`src/rtl/cameralink_pkg.sv`:
```
// Shared constants for the Camera Link Medium transmit framer:
// pixel/word geometry, control-bit positions and FSM state encodings.
package cameralink_pkg;

    localparam int PIX_W        = 12;
    localparam int PIX_PER_BEAT = 4;
    localparam int BEAT_W       = PIX_W * PIX_PER_BEAT;
    localparam int WORD_W       = 28;

    localparam int SPARE_BIT = 23;
    localparam int LVAL_BIT  = 24;
    localparam int FVAL_BIT  = 25;
    localparam int DVAL_BIT  = 26;

    typedef logic [1:0] state_t;

    localparam state_t ST_IDLE   = 2'd0;
    localparam state_t ST_HBLANK = 2'd1;
    localparam state_t ST_ACTIVE = 2'd2;
    localparam state_t ST_VBLANK = 2'd3;

endpackage

```
`src/rtl/cameralink_bit_mapper.sv`:
```
// Packs two 12-bit pixels plus LVAL/FVAL/DVAL into one 28-bit serializer word;
// the bit placement is the exact inverse of the receiver port extraction.
module cameralink_bit_mapper
    import cameralink_pkg::*;
(
    input  logic [PIX_W-1:0]  px_lo,
    input  logic [PIX_W-1:0]  px_hi,
    input  logic              lval,
    input  logic              fval,
    input  logic              dval,
    output logic [WORD_W-1:0] word
);

    logic [7:0] port_a_s;
    logic [7:0] port_b_s;
    logic [7:0] port_c_s;

    assign port_a_s = px_lo[7:0];
    assign port_b_s = {px_hi[3:0], px_lo[11:8]};
    assign port_c_s = px_hi[11:4];

    // Scatter port bits and control flags onto the serializer word
    always_comb begin
        word             = {WORD_W{1'b0}};
        word[5]          = port_a_s[7];
        word[27]         = port_a_s[6];
        word[6]          = port_a_s[5];
        word[4:0]        = port_a_s[4:0];
        word[11]         = port_b_s[7];
        word[10]         = port_b_s[6];
        word[14:12]      = port_b_s[5:3];
        word[9:7]        = port_b_s[2:0];
        word[17]         = port_c_s[7];
        word[16]         = port_c_s[6];
        word[22:18]      = port_c_s[5:1];
        word[15]         = port_c_s[0];
        word[SPARE_BIT]  = 1'b0;
        word[LVAL_BIT]   = lval;
        word[FVAL_BIT]   = fval;
        word[DVAL_BIT]   = dval;
    end

endmodule

```
`src/rtl/cameralink_medium_tx_framer.sv`:
```
// Camera Link Medium transmit framer: FVAL/LVAL/DVAL timing plus port A-F mapping.
// Optional built-in test-pattern generator enabled by `define CLINK_TEST_PATTERN_EN.
module cameralink_medium_tx_framer
    import cameralink_pkg::*;
#(
    parameter int H_ACTIVE = 640,
    parameter int H_BLANK  = 16,
    parameter int V_ACTIVE = 480,
    parameter int V_BLANK  = 64,
    parameter int CNT_W    = 16
) (
    input  logic              sys_clk,
    input  logic              sys_rst_n,
    input  logic              enable_i,
    input  logic [BEAT_W-1:0] pixel_data_i,
    input  logic              pixel_vld_i,
    output logic              pixel_rdy_o,
    input  logic              test_mode_i,
    output logic [WORD_W-1:0] tx_1_o,
    output logic [WORD_W-1:0] tx_2_o,
    output logic              frame_start_o,
    output logic [15:0]       underrun_cnt_o
);

    localparam logic [CNT_W-1:0] H_ACTIVE_LAST = CNT_W'(H_ACTIVE - 1);
    localparam logic [CNT_W-1:0] H_BLANK_LAST  = CNT_W'(H_BLANK - 1);
    localparam logic [CNT_W-1:0] V_ACTIVE_LAST = CNT_W'(V_ACTIVE - 1);
    localparam logic [CNT_W-1:0] V_BLANK_LAST  = CNT_W'(V_BLANK - 1);

    state_t             state_r;
    state_t             state_nxt_s;
    logic [CNT_W-1:0]   col_cnt_r;
    logic [CNT_W-1:0]   line_cnt_r;
    logic [CNT_W-1:0]   blank_cnt_r;
    logic               start_s;
    logic               active_s;
    logic               accept_s;
    logic               starve_s;
    logic               gen_mode_s;
    logic               fval_s;
    logic [BEAT_W-1:0]  beat_src_s;
    logic [BEAT_W-1:0]  beat_s;
    logic [WORD_W-1:0]  word_1_s;
    logic [WORD_W-1:0]  word_2_s;
    logic [WORD_W-1:0]  tx_1_r;
    logic [WORD_W-1:0]  tx_2_r;
    logic               frame_start_r;
    logic [15:0]        underrun_r;

`ifdef CLINK_TEST_PATTERN_EN
    logic               test_mode_r;
    logic [PIX_W-1:0]   frame_cnt_r;
    logic [PIX_W-1:0]   frame_base_r;
    logic [PIX_W-1:0]   pat_base_s;

    assign gen_mode_s = test_mode_r;
    assign pat_base_s = PIX_W'({col_cnt_r, 2'b00}) + PIX_W'(line_cnt_r) + frame_base_r;
    assign beat_src_s = test_mode_r ? {pat_base_s + 12'd3, pat_base_s + 12'd2,
                                       pat_base_s + 12'd1, pat_base_s}
                                    : pixel_data_i;

    // Latch the mode and the pattern offset for the frame that is starting
    always_ff @(posedge sys_clk or negedge sys_rst_n) begin
        if (!sys_rst_n) begin
            test_mode_r  <= 1'b0;
            frame_cnt_r  <= 12'd0;
            frame_base_r <= 12'd0;
        end else if (start_s) begin
            test_mode_r  <= test_mode_i;
            frame_base_r <= frame_cnt_r;
            frame_cnt_r  <= frame_cnt_r + 12'd1;
        end
    end
`else
    logic unused_test_mode_s;

    assign unused_test_mode_s = test_mode_i;
    assign gen_mode_s         = 1'b0;
    assign beat_src_s         = pixel_data_i;
`endif

    assign active_s    = (state_r == ST_ACTIVE);
    assign accept_s    = active_s && (gen_mode_s || pixel_vld_i);
    assign starve_s    = active_s && !accept_s;
    assign fval_s      = (state_r == ST_HBLANK) || active_s;
    assign beat_s      = accept_s ? beat_src_s : {BEAT_W{1'b0}};
    assign pixel_rdy_o = active_s && !gen_mode_s;

    // Frame-timing next-state; enable_i only matters at frame boundaries
    always_comb begin
        state_nxt_s = state_r;
        start_s     = 1'b0;
        case (state_r)
            ST_IDLE: begin
                if (enable_i) begin
                    state_nxt_s = ST_HBLANK;
                    start_s     = 1'b1;
                end else begin
                    state_nxt_s = ST_IDLE;
                end
            end
            ST_HBLANK: begin
                if (blank_cnt_r == H_BLANK_LAST) begin
                    state_nxt_s = ST_ACTIVE;
                end else begin
                    state_nxt_s = ST_HBLANK;
                end
            end
            ST_ACTIVE: begin
                if (accept_s && (col_cnt_r == H_ACTIVE_LAST)) begin
                    if (line_cnt_r == V_ACTIVE_LAST) begin
                        state_nxt_s = ST_VBLANK;
                    end else begin
                        state_nxt_s = ST_HBLANK;
                    end
                end else begin
                    state_nxt_s = ST_ACTIVE;
                end
            end
            ST_VBLANK: begin
                if (blank_cnt_r == V_BLANK_LAST) begin
                    if (enable_i) begin
                        state_nxt_s = ST_HBLANK;
                        start_s     = 1'b1;
                    end else begin
                        state_nxt_s = ST_IDLE;
                    end
                end else begin
                    state_nxt_s = ST_VBLANK;
                end
            end
            default: begin
                state_nxt_s = ST_IDLE;
            end
        endcase
    end

    // State register
    always_ff @(posedge sys_clk or negedge sys_rst_n) begin
        if (!sys_rst_n) begin
            state_r <= ST_IDLE;
        end else begin
            state_r <= state_nxt_s;
        end
    end

    // Column, line and blanking counters; the column moves only on acceptance
    always_ff @(posedge sys_clk or negedge sys_rst_n) begin
        if (!sys_rst_n) begin
            col_cnt_r   <= {CNT_W{1'b0}};
            line_cnt_r  <= {CNT_W{1'b0}};
            blank_cnt_r <= {CNT_W{1'b0}};
        end else begin
            case (state_r)
                ST_HBLANK: begin
                    if (blank_cnt_r == H_BLANK_LAST) begin
                        blank_cnt_r <= {CNT_W{1'b0}};
                    end else begin
                        blank_cnt_r <= blank_cnt_r + 1'b1;
                    end
                end
                ST_ACTIVE: begin
                    if (accept_s) begin
                        if (col_cnt_r == H_ACTIVE_LAST) begin
                            col_cnt_r <= {CNT_W{1'b0}};
                            if (line_cnt_r == V_ACTIVE_LAST) begin
                                line_cnt_r <= {CNT_W{1'b0}};
                            end else begin
                                line_cnt_r <= line_cnt_r + 1'b1;
                            end
                        end else begin
                            col_cnt_r <= col_cnt_r + 1'b1;
                        end
                    end
                end
                ST_VBLANK: begin
                    if (blank_cnt_r == V_BLANK_LAST) begin
                        blank_cnt_r <= {CNT_W{1'b0}};
                    end else begin
                        blank_cnt_r <= blank_cnt_r + 1'b1;
                    end
                end
                default: begin
                    col_cnt_r   <= {CNT_W{1'b0}};
                    line_cnt_r  <= {CNT_W{1'b0}};
                    blank_cnt_r <= {CNT_W{1'b0}};
                end
            endcase
        end
    end

    cameralink_bit_mapper u_map_ch1 (
        .px_lo (beat_s[11:0]),
        .px_hi (beat_s[23:12]),
        .lval  (active_s),
        .fval  (fval_s),
        .dval  (accept_s),
        .word  (word_1_s)
    );

    cameralink_bit_mapper u_map_ch2 (
        .px_lo (beat_s[35:24]),
        .px_hi (beat_s[47:36]),
        .lval  (active_s),
        .fval  (fval_s),
        .dval  (accept_s),
        .word  (word_2_s)
    );

    // Output words, frame-start pulse and saturating underrun counter
    always_ff @(posedge sys_clk or negedge sys_rst_n) begin
        if (!sys_rst_n) begin
            tx_1_r        <= {WORD_W{1'b0}};
            tx_2_r        <= {WORD_W{1'b0}};
            frame_start_r <= 1'b0;
            underrun_r    <= 16'd0;
        end else begin
            tx_1_r        <= word_1_s;
            tx_2_r        <= word_2_s;
            frame_start_r <= start_s;
            if (start_s) begin
                underrun_r <= 16'd0;
            end else if (starve_s && (underrun_r != 16'hFFFF)) begin
                underrun_r <= underrun_r + 16'd1;
            end
        end
    end

    assign tx_1_o         = tx_1_r;
    assign tx_2_o         = tx_2_r;
    assign frame_start_o  = frame_start_r;
    assign underrun_cnt_o = underrun_r;

endmodule

```
`config.mk`:
```
export PLATFORM = sky130hd
export DESIGN_NAME = cameralink_medium_tx_framer
export DESIGN_NICKNAME = d
export VERILOG_FILES = /design/src/rtl/cameralink_pkg.sv /design/src/rtl/cameralink_bit_mapper.sv /design/src/rtl/cameralink_medium_tx_framer.sv
export SDC_FILE = /design/constraint.sdc
export NUM_CORES = 1
export LEC_CHECK = 0
export ABC_AREA = 1
export BUFFER_PORTS_ARGS = -buffer_cell sky130_fd_sc_hd__buf_2
export CAP_MARGIN = 10
export CORE_MARGIN = 5
export CORE_UTILIZATION = 55
export CTS_CLUSTER_SIZE = 16
export DETAILED_ROUTE_END_ITERATION = 6
export PLACE_DENSITY = 0.8
export SLEW_MARGIN = 10
export SYNTH_ARGS = -nofsm -noshare
export SYNTH_HDL_FRONTEND = slang
export SYNTH_HIERARCHICAL = 1
export SYNTH_SLANG_ARGS = --single-unit
```
`constraint.sdc`:
```
create_clock -name sys_clk -period 2.05 [get_ports sys_clk]
set_input_delay 0 -clock sys_clk [delete_from_list [all_inputs] [get_ports sys_clk]]
set_output_delay 0 -clock sys_clk [all_outputs]
set_load 0.02 [all_outputs]
```
==> impl_metrics.csv, run 1 <==
group,metric,value,unit
detailed_routing,route.detailed.drc,0,
timing,fin_skew,0.007063,ns
global_routing,grt_max_degree,60,
synth,synth_area_leaders,"dfrtp_1, nand2_1, nor2_1",
setup_path,reg2reg_depth,9,
setup_path,arrival,2.21,ns
setup_path,crit_type,"reg -> reg",
global_routing,overflow,0,
synth,yosysUniqueCellTypes,37,
global_routing,grtUsageTotal,0.2211,
synth,synth-edff-count,0,
global_routing,grt_pass1_vias,5493,
synth,ys_seq_elements,123,
status,status,"finished, final reports clean",
setup_path,ff2ff_setup_slack,0.18,ns
die,dieArea,14200,um^2
clocking,clkTransAtPathRegs,0.05,ns
synth,syn_area,6556,um^2
placed_design,port_buffers,125,
detailed_routing,routed_wl,15010,um
power,p_leak,4.264,nW
timing,tightest_slew,0.6341,ns
detailed_routing,num_vias,5526,
setup_path,cp_max_fo,12,
timing,holdWs,0.1293,ns
power,power_density,841.1,nW/um^2
die,initial_core_util,0.5669,
synth,syn_nets,893,
synth,async_flop_share,1.000,
clocking,cts_tree,"done",
timing,fin_crit,1.865,ns
synth,ys.flop_type,"dfrtp_1",
timing,rsz0062_at_grt,"no",
global_routing,antenna_found_initial,0,
detailed_routing,drt_pass1_iterations,5,
timing,period_share,0.9099,
timing,finalSetupViolations,0,
die,ios,127,
synth,synth.top_cells.by_count,"nand2_1, nor2_1, dfrtp_1",
placed_design,detailed_place.area,6922,um^2
synth,yosys.area.top_type_share,0.4695,
clocking,cts_setup_buffers,0,
clocking,clockRootBuffer,"clkbuf_16",
synth,synth.avg_cell_area,7.890,um^2
setup_path,worstReg2RegEnd,"col_cnt_r[10]",
setup_path,r2r-start,"state_r[1]",
die,die_height,119.2,um
setup_path,end_kind,"flip-flop",
timing,slew_headroom,0.5757,
min_path,hold_path.class,"in -> async",
die,rows,39,
setup_path,worst_ep_required_time,2.40,ns
timing,finalMaxSlewViolations,0,
power,ir_worst_vdd,0.5800,mV
placed_design,routabilityCongestion,0.8629,
cells_and_area,n_fill_cell,857,
cells_and_area,antennaDiodeCount,0,
cells_and_area,area.growth.synth_to_final,22.69,%
die,die_w,119.2,um
cells_and_area,stdcell_area,8044,um^2
die,core-area,11560,um^2
synth,ys_warn_count,6,
detailed_routing,postRouteAntennaNets,0,
synth,synth_most_common_cell,"nand2_1",
clocking,clockBufferDepth,2,
synth,syn_inst,831,
timing,max_freq,0.5361,GHz
detailed_routing,post_drt_wl_per_cell,13.41,um
synth,synth_top_cell_by_area,"dfrtp_1",
setup_path,crit_path_start_kind,"flip-flop",
clocking,clkLatencyLatePin,0.42,ns
cells_and_area,drive_gt1_frac,0.2080,
detailed_routing,viasPerCell,4.938,
placed_design,dpl.hpwl,9551,um
clocking,htree_levels,4,
detailed_routing,drtIter0Drc,464,
clocking,clock-sinks,123,
cells_and_area,layout.nets,1028,
global_routing,grt_pass1_wl,25560,um
synth,ys_seq_area_frac,0.4695,
job,cap_violations,0,
clocking,cts_buffers,17,
timing,hold_viol_final,0,
kinds of logic after synthesis:
| family | after synthesis | share of synthesized area |
|---|---|---|
| fa+ha+maj | 9 | 0.01718 |
| simple gates | 449 | 0.3008 |
| buf+inv | 184 | 0.1448 |
| compound gates | 51 | 0.04924 |
| flops | 123 | 0.4695 |
| other cells | 2 | 0.001145 |
| xor+xnor | 13 | 0.01737 |
cells in the final DEF, fill, tap and decap left out, types with 17 or more instances in the layout:
cell type / Yosys / layout
buf_2: 3 / 124
clkbuf_16: 0 / 17
dfrtp_1: 123 / 123
dlygate4sd3_1: 0 / 51
inv_1: 109 / 109
nand2_1: 178 / 178
nand3_1: 56 / 56
nand4_1: 21 / 21
nor2_1: 141 / 141
nor3_1: 21 / 21
o21ai_0: 19 / 19
worst max path at each step:
stage / start / end / slack (ns) / cells after the start
global placement: state_r[0] / line_cnt_r[6] / 0.09 / 7
finish: state_r[1] / col_cnt_r[10] / 0.18 / 9
floorplan: state_r[0] / tx_2_o[10] / 0.34 / 7
detailed placement: state_r[0] / line_cnt_r[3] / -0.05 / 8
global route: state_r[1] / col_cnt_r[10] / 0.02 / 9
CTS: state_r[0] / col_cnt_r[10] / 0.08 / 8
metal layers:
| layer | track usage | up-vias | share of wire |
|---|---|---|---|
| li1 | - | 2794 | - |
| met1 | 0.2624 | 2555 | 0.41 |
| met2 | 0.3727 | 159 | 0.51 |
| met3 | 0.08483 | 18 | 0.071 |
| met4 | 0.06807 | 0 | 0.014 |
| met5 | 0 | - | 0 |
stage by stage:
step	TNS, ns	instances	power (mW)	utilization	worst slack [ns]
6_report	0	1119	6.766	0.6956	0.1848
5_1_grt	0	1119	7.108	0.6956	0.01960
4_1_cts	0	1119	6.811	0.6951	0.08031
3_5_place_dp	-0.2629	1038	3.722	0.5985	-0.04695
3_3_place_gp	0	1038	3.698	0.5985	0.09225
2_1_floorplan	0	831	3.450	-	0.3430
power breakdown:
group          leakage (nW)  internal (mW)  switching (mW)
Combinational          2.44          0.384           0.594
Sequential             1.54           2.61           0.179
Clock                 0.288           1.98            1.01
flip-flops by register name, indices dropped and copies added (netlist names):
name and count:
blank_cnt_r 16, col_cnt_r 16, frame_start_o 1, line_cnt_r 16, state_r 2, tx_1_o 28, tx_2_o 28, underrun_cnt_o 16
cell type report:
| cell class | instances | area, um^2 | share of cell area |
|---|---|---|---|
| well taps | 143 | 178.9 | 0.02224 |
| clock inverters | 7 | 116.4 | 0.01447 |
| clock buffers | 22 | 474.2 | 0.05895 |
| multi-input cells | 525 | 2550 | 0.3170 |
| inverters | 114 | 427.9 | 0.05320 |
| flip-flops and latches | 123 | 3078 | 0.3826 |
| repair buffers | 185 | 1219 | 0.1515 |
worst max-delay path, cell delays in order (launching register included):
cell     delay, ns
dfrtp_1       0.38
inv_1         0.09
ha_1          0.23
nor2_2        0.18
nand2_4       0.17
inv_2         0.22
nand3_1       0.19
o21ai_1       0.16
nand2_1       0.06
nor2_1        0.11
timing repair:
action / CTS / global route
setup endpoints to repair: 19 / 22
gates cloned: 1 / 0
resized for setup: 1 / 1
hold endpoints to repair: 96 / 0
hold buffers: 51 / 0
(Power assumes the default switching activity.)
==> run 2: changes to the inputs <==
- CORE_MARGIN: 5 -> 2
- clock period: 2.05 -> 2.2 ns (I/O delays scaled with it)
==> run 2 against run 1 <==
  * The flow now finishes with violations (design-rule violations)
  * Cell count up 0.18%
  * Count of clock-buffer cells in the layout fell by 3
  * Wire length grew 6.8%
  * First-iteration DRC count increased by 9.7%
  * Sequential share of layout area about the same
  * Combinational power is 5.4% lower
  * Global-route usage is 4.0 points higher
  * Maximum frequency decreased by 9.9%
  * Largest power group unchanged
  * Highest routed layer unchanged
==> impl_metrics.csv, run 2 (synthesis results as in run 1) <==
group,metric,value,unit
setup_path,crit_type,"reg -> reg",
clocking,clkLatencyLatePin,0.43,ns
cells_and_area,layout.nets,1027,
die,die_height,113.2,um
power,ir_worst_vdd,0.6387,mV
placed_design,dp.cells,1038,
global_routing,antenna_found_initial,0,
cells_and_area,final_cell_mix,"nand2_1, nor2_1, buf_2",
cells_and_area,finalNonFillerCells,1121,
timing,slew_headroom,0.3019,
setup_path,end_kind,"flip-flop",
power,power_density,786.2,nW/um^2
setup_path,worst_ep_required_time,2.55,ns
power,power.share.switching,0.2844,
timing,hold_viol_final,0,
die,die_w,113.2,um
clocking,cts_buffers,17,
setup_path,arrival,2.42,ns
detailed_routing,route.detailed.drc,7,
global_routing,grt_max_degree,49,
detailed_routing,viasPerCell,5.076,
placed_design,port_buffers,125,
cells_and_area,final_core_util,0.6980,
power,pwr-share-clk,0.443,
status,status,"finished with violations",
global_routing,grtUsageTotal,0.2611,
placed_design,dpl.hpwl,9220,um
timing,fin_crit,2.069,ns
die,ios,127,
clocking,clockRootBuffer,"clkbuf_16",
placed_design,routabilityCongestion,0.8604,
setup_path,crit_path_start_kind,"flip-flop",
detailed_routing,post_drt_wl_per_cell,14.30,um
clocking,clock-sinks,123,
clocking,htree_levels,4,
cells_and_area,register_area,3078,um^2
power,p_leak,4.259,nW
clocking,clkTransAtPathRegs,0.06,ns
detailed_routing,routed_wl,16030,um
timing,fin_skew,0.01279,ns
detailed_routing,drtIter0Drc,509,
die,initial_core_util,0.5693,
global_routing,grt_pass1_vias,5516,
power,power.switching,1.797,mW
detailed_routing,postRouteAntennaNets,0,
timing,max_freq,0.4833,GHz
die,core-area,11520,um^2
clocking,clockBufferDepth,2,
global_routing,grt_pass1_wl,26340,um
setup_path,cp_max_fo,17,
cells_and_area,drive_gt1_frac,0.2127,
power,intPower,4.522,mW
status,violations,"design-rule violations",
timing,tightest_slew,1.047,ns
power,pwr-share-comb,0.146,
power,seq_power_share,0.410,
cells_and_area,multi_input_area,2537,um^2
cells_and_area,final_common_cell,"nand2_1",
detailed_routing,num_vias,5690,
die,rows,39,
detailed_routing,drt_pass1_iterations,7,
global_routing,overflow,0,
clocking,cts_tree,"done",
min_path,hold_path.class,"in -> reg",
cells_and_area,antennaDiodeCount,0,
timing,finalMaxSlewViolations,0,
job,cap_violations,0,
die,dieArea,12810,um^2
cells_and_area,n_fill_cell,845,
timing,finalSetupViolations,0,
timing,period_share,0.9405,
cells_and_area,area.growth.synth_to_final,22.60,%
run 2: path summary, 6_finish.rpt:
kind | start | end | slack [ns] | cells after the start
min reg2reg | blank_cnt_r[1] | blank_cnt_r[1] | 0.52 | 2
max | col_cnt_r[0] | line_cnt_r[14] | 0.13 | 8
max reg2reg | col_cnt_r[0] | line_cnt_r[14] | 0.13 | 8
min | pixel_vld_i | tx_1_o[26] | 0.008 | 3
min in group asynchronous | sys_rst_n | frame_start_o | 0.14 | 2
max in group asynchronous | sys_rst_n | tx_2_o[0] | 1.34 | 3
run 2: worst max-delay path, stage by stage, from the launching register on:
cell and delay, ns:
dfrtp_1 0.40, ha_1 0.22, inv_1 0.11, nor2_4 0.06
nand2_2 0.08, nor2_4 0.06, o21ai_2 0.83, nand2_1 0.14
o21ai_2 0.09
run 2: what timing repair did:
action,CTS,global route
hold buffers,50,0
gates resized for setup,0,0
buffers inserted,0,0
endpoints found under the setup margin,0,2
endpoints found under the hold margin,93,0
run 2: per-stage QoR:
| step | setup WS (ns) | total power, mW | instance area, um^2 | setup TNS [ns] | hold WS (ns) |
|---|---|---|---|---|---|
| floorplan | 0.4930 | 3.214 | 6556 | 0 | -0.2956 |
| global placement | 0.2416 | 3.439 | 6934 | 0 | 0.05989 |
| detailed placement | 0.1805 | 3.468 | 6934 | 0 | 0.06034 |
| CTS | 0.1605 | 6.308 | 8029 | 0 | 0.005297 |
| global route | -0.01873 | 6.588 | 8038 | -0.05559 | 0.03282 |
| finish | 0.1309 | 6.319 | 8038 | 0 | 0.008201 |
run 2: area by class of cell:
cell class / count / area share
flip-flops and latches: 123 / 0.3829
well taps: 143 / 0.02226
inverters: 114 / 0.05324
clock inverters: 13 / 0.01759
multi-input cells: 525 / 0.3157
repair buffers: 184 / 0.1519
clock buffers: 19 / 0.05635
run 2: per-layer routing:
layer	routed length, um	vias to the layer above	track usage
met5	0	-	0
met4	400	0	0.1114
met3	1240	39	0.07981
met2	7778	218	0.4347
met1	6609	2629	0.3155
li1	-	2804	-
run 2: power groups by stage:
stage	clock [mW]	combinational [mW]	sequential [mW]
after detailed placement	0	0.843	2.62
after CTS	2.81	0.914	2.59
after global routing	2.94	1.03	2.62
after global placement	0	0.816	2.62
after floorplan	0	0.459	2.76
final	2.80	0.925	2.59
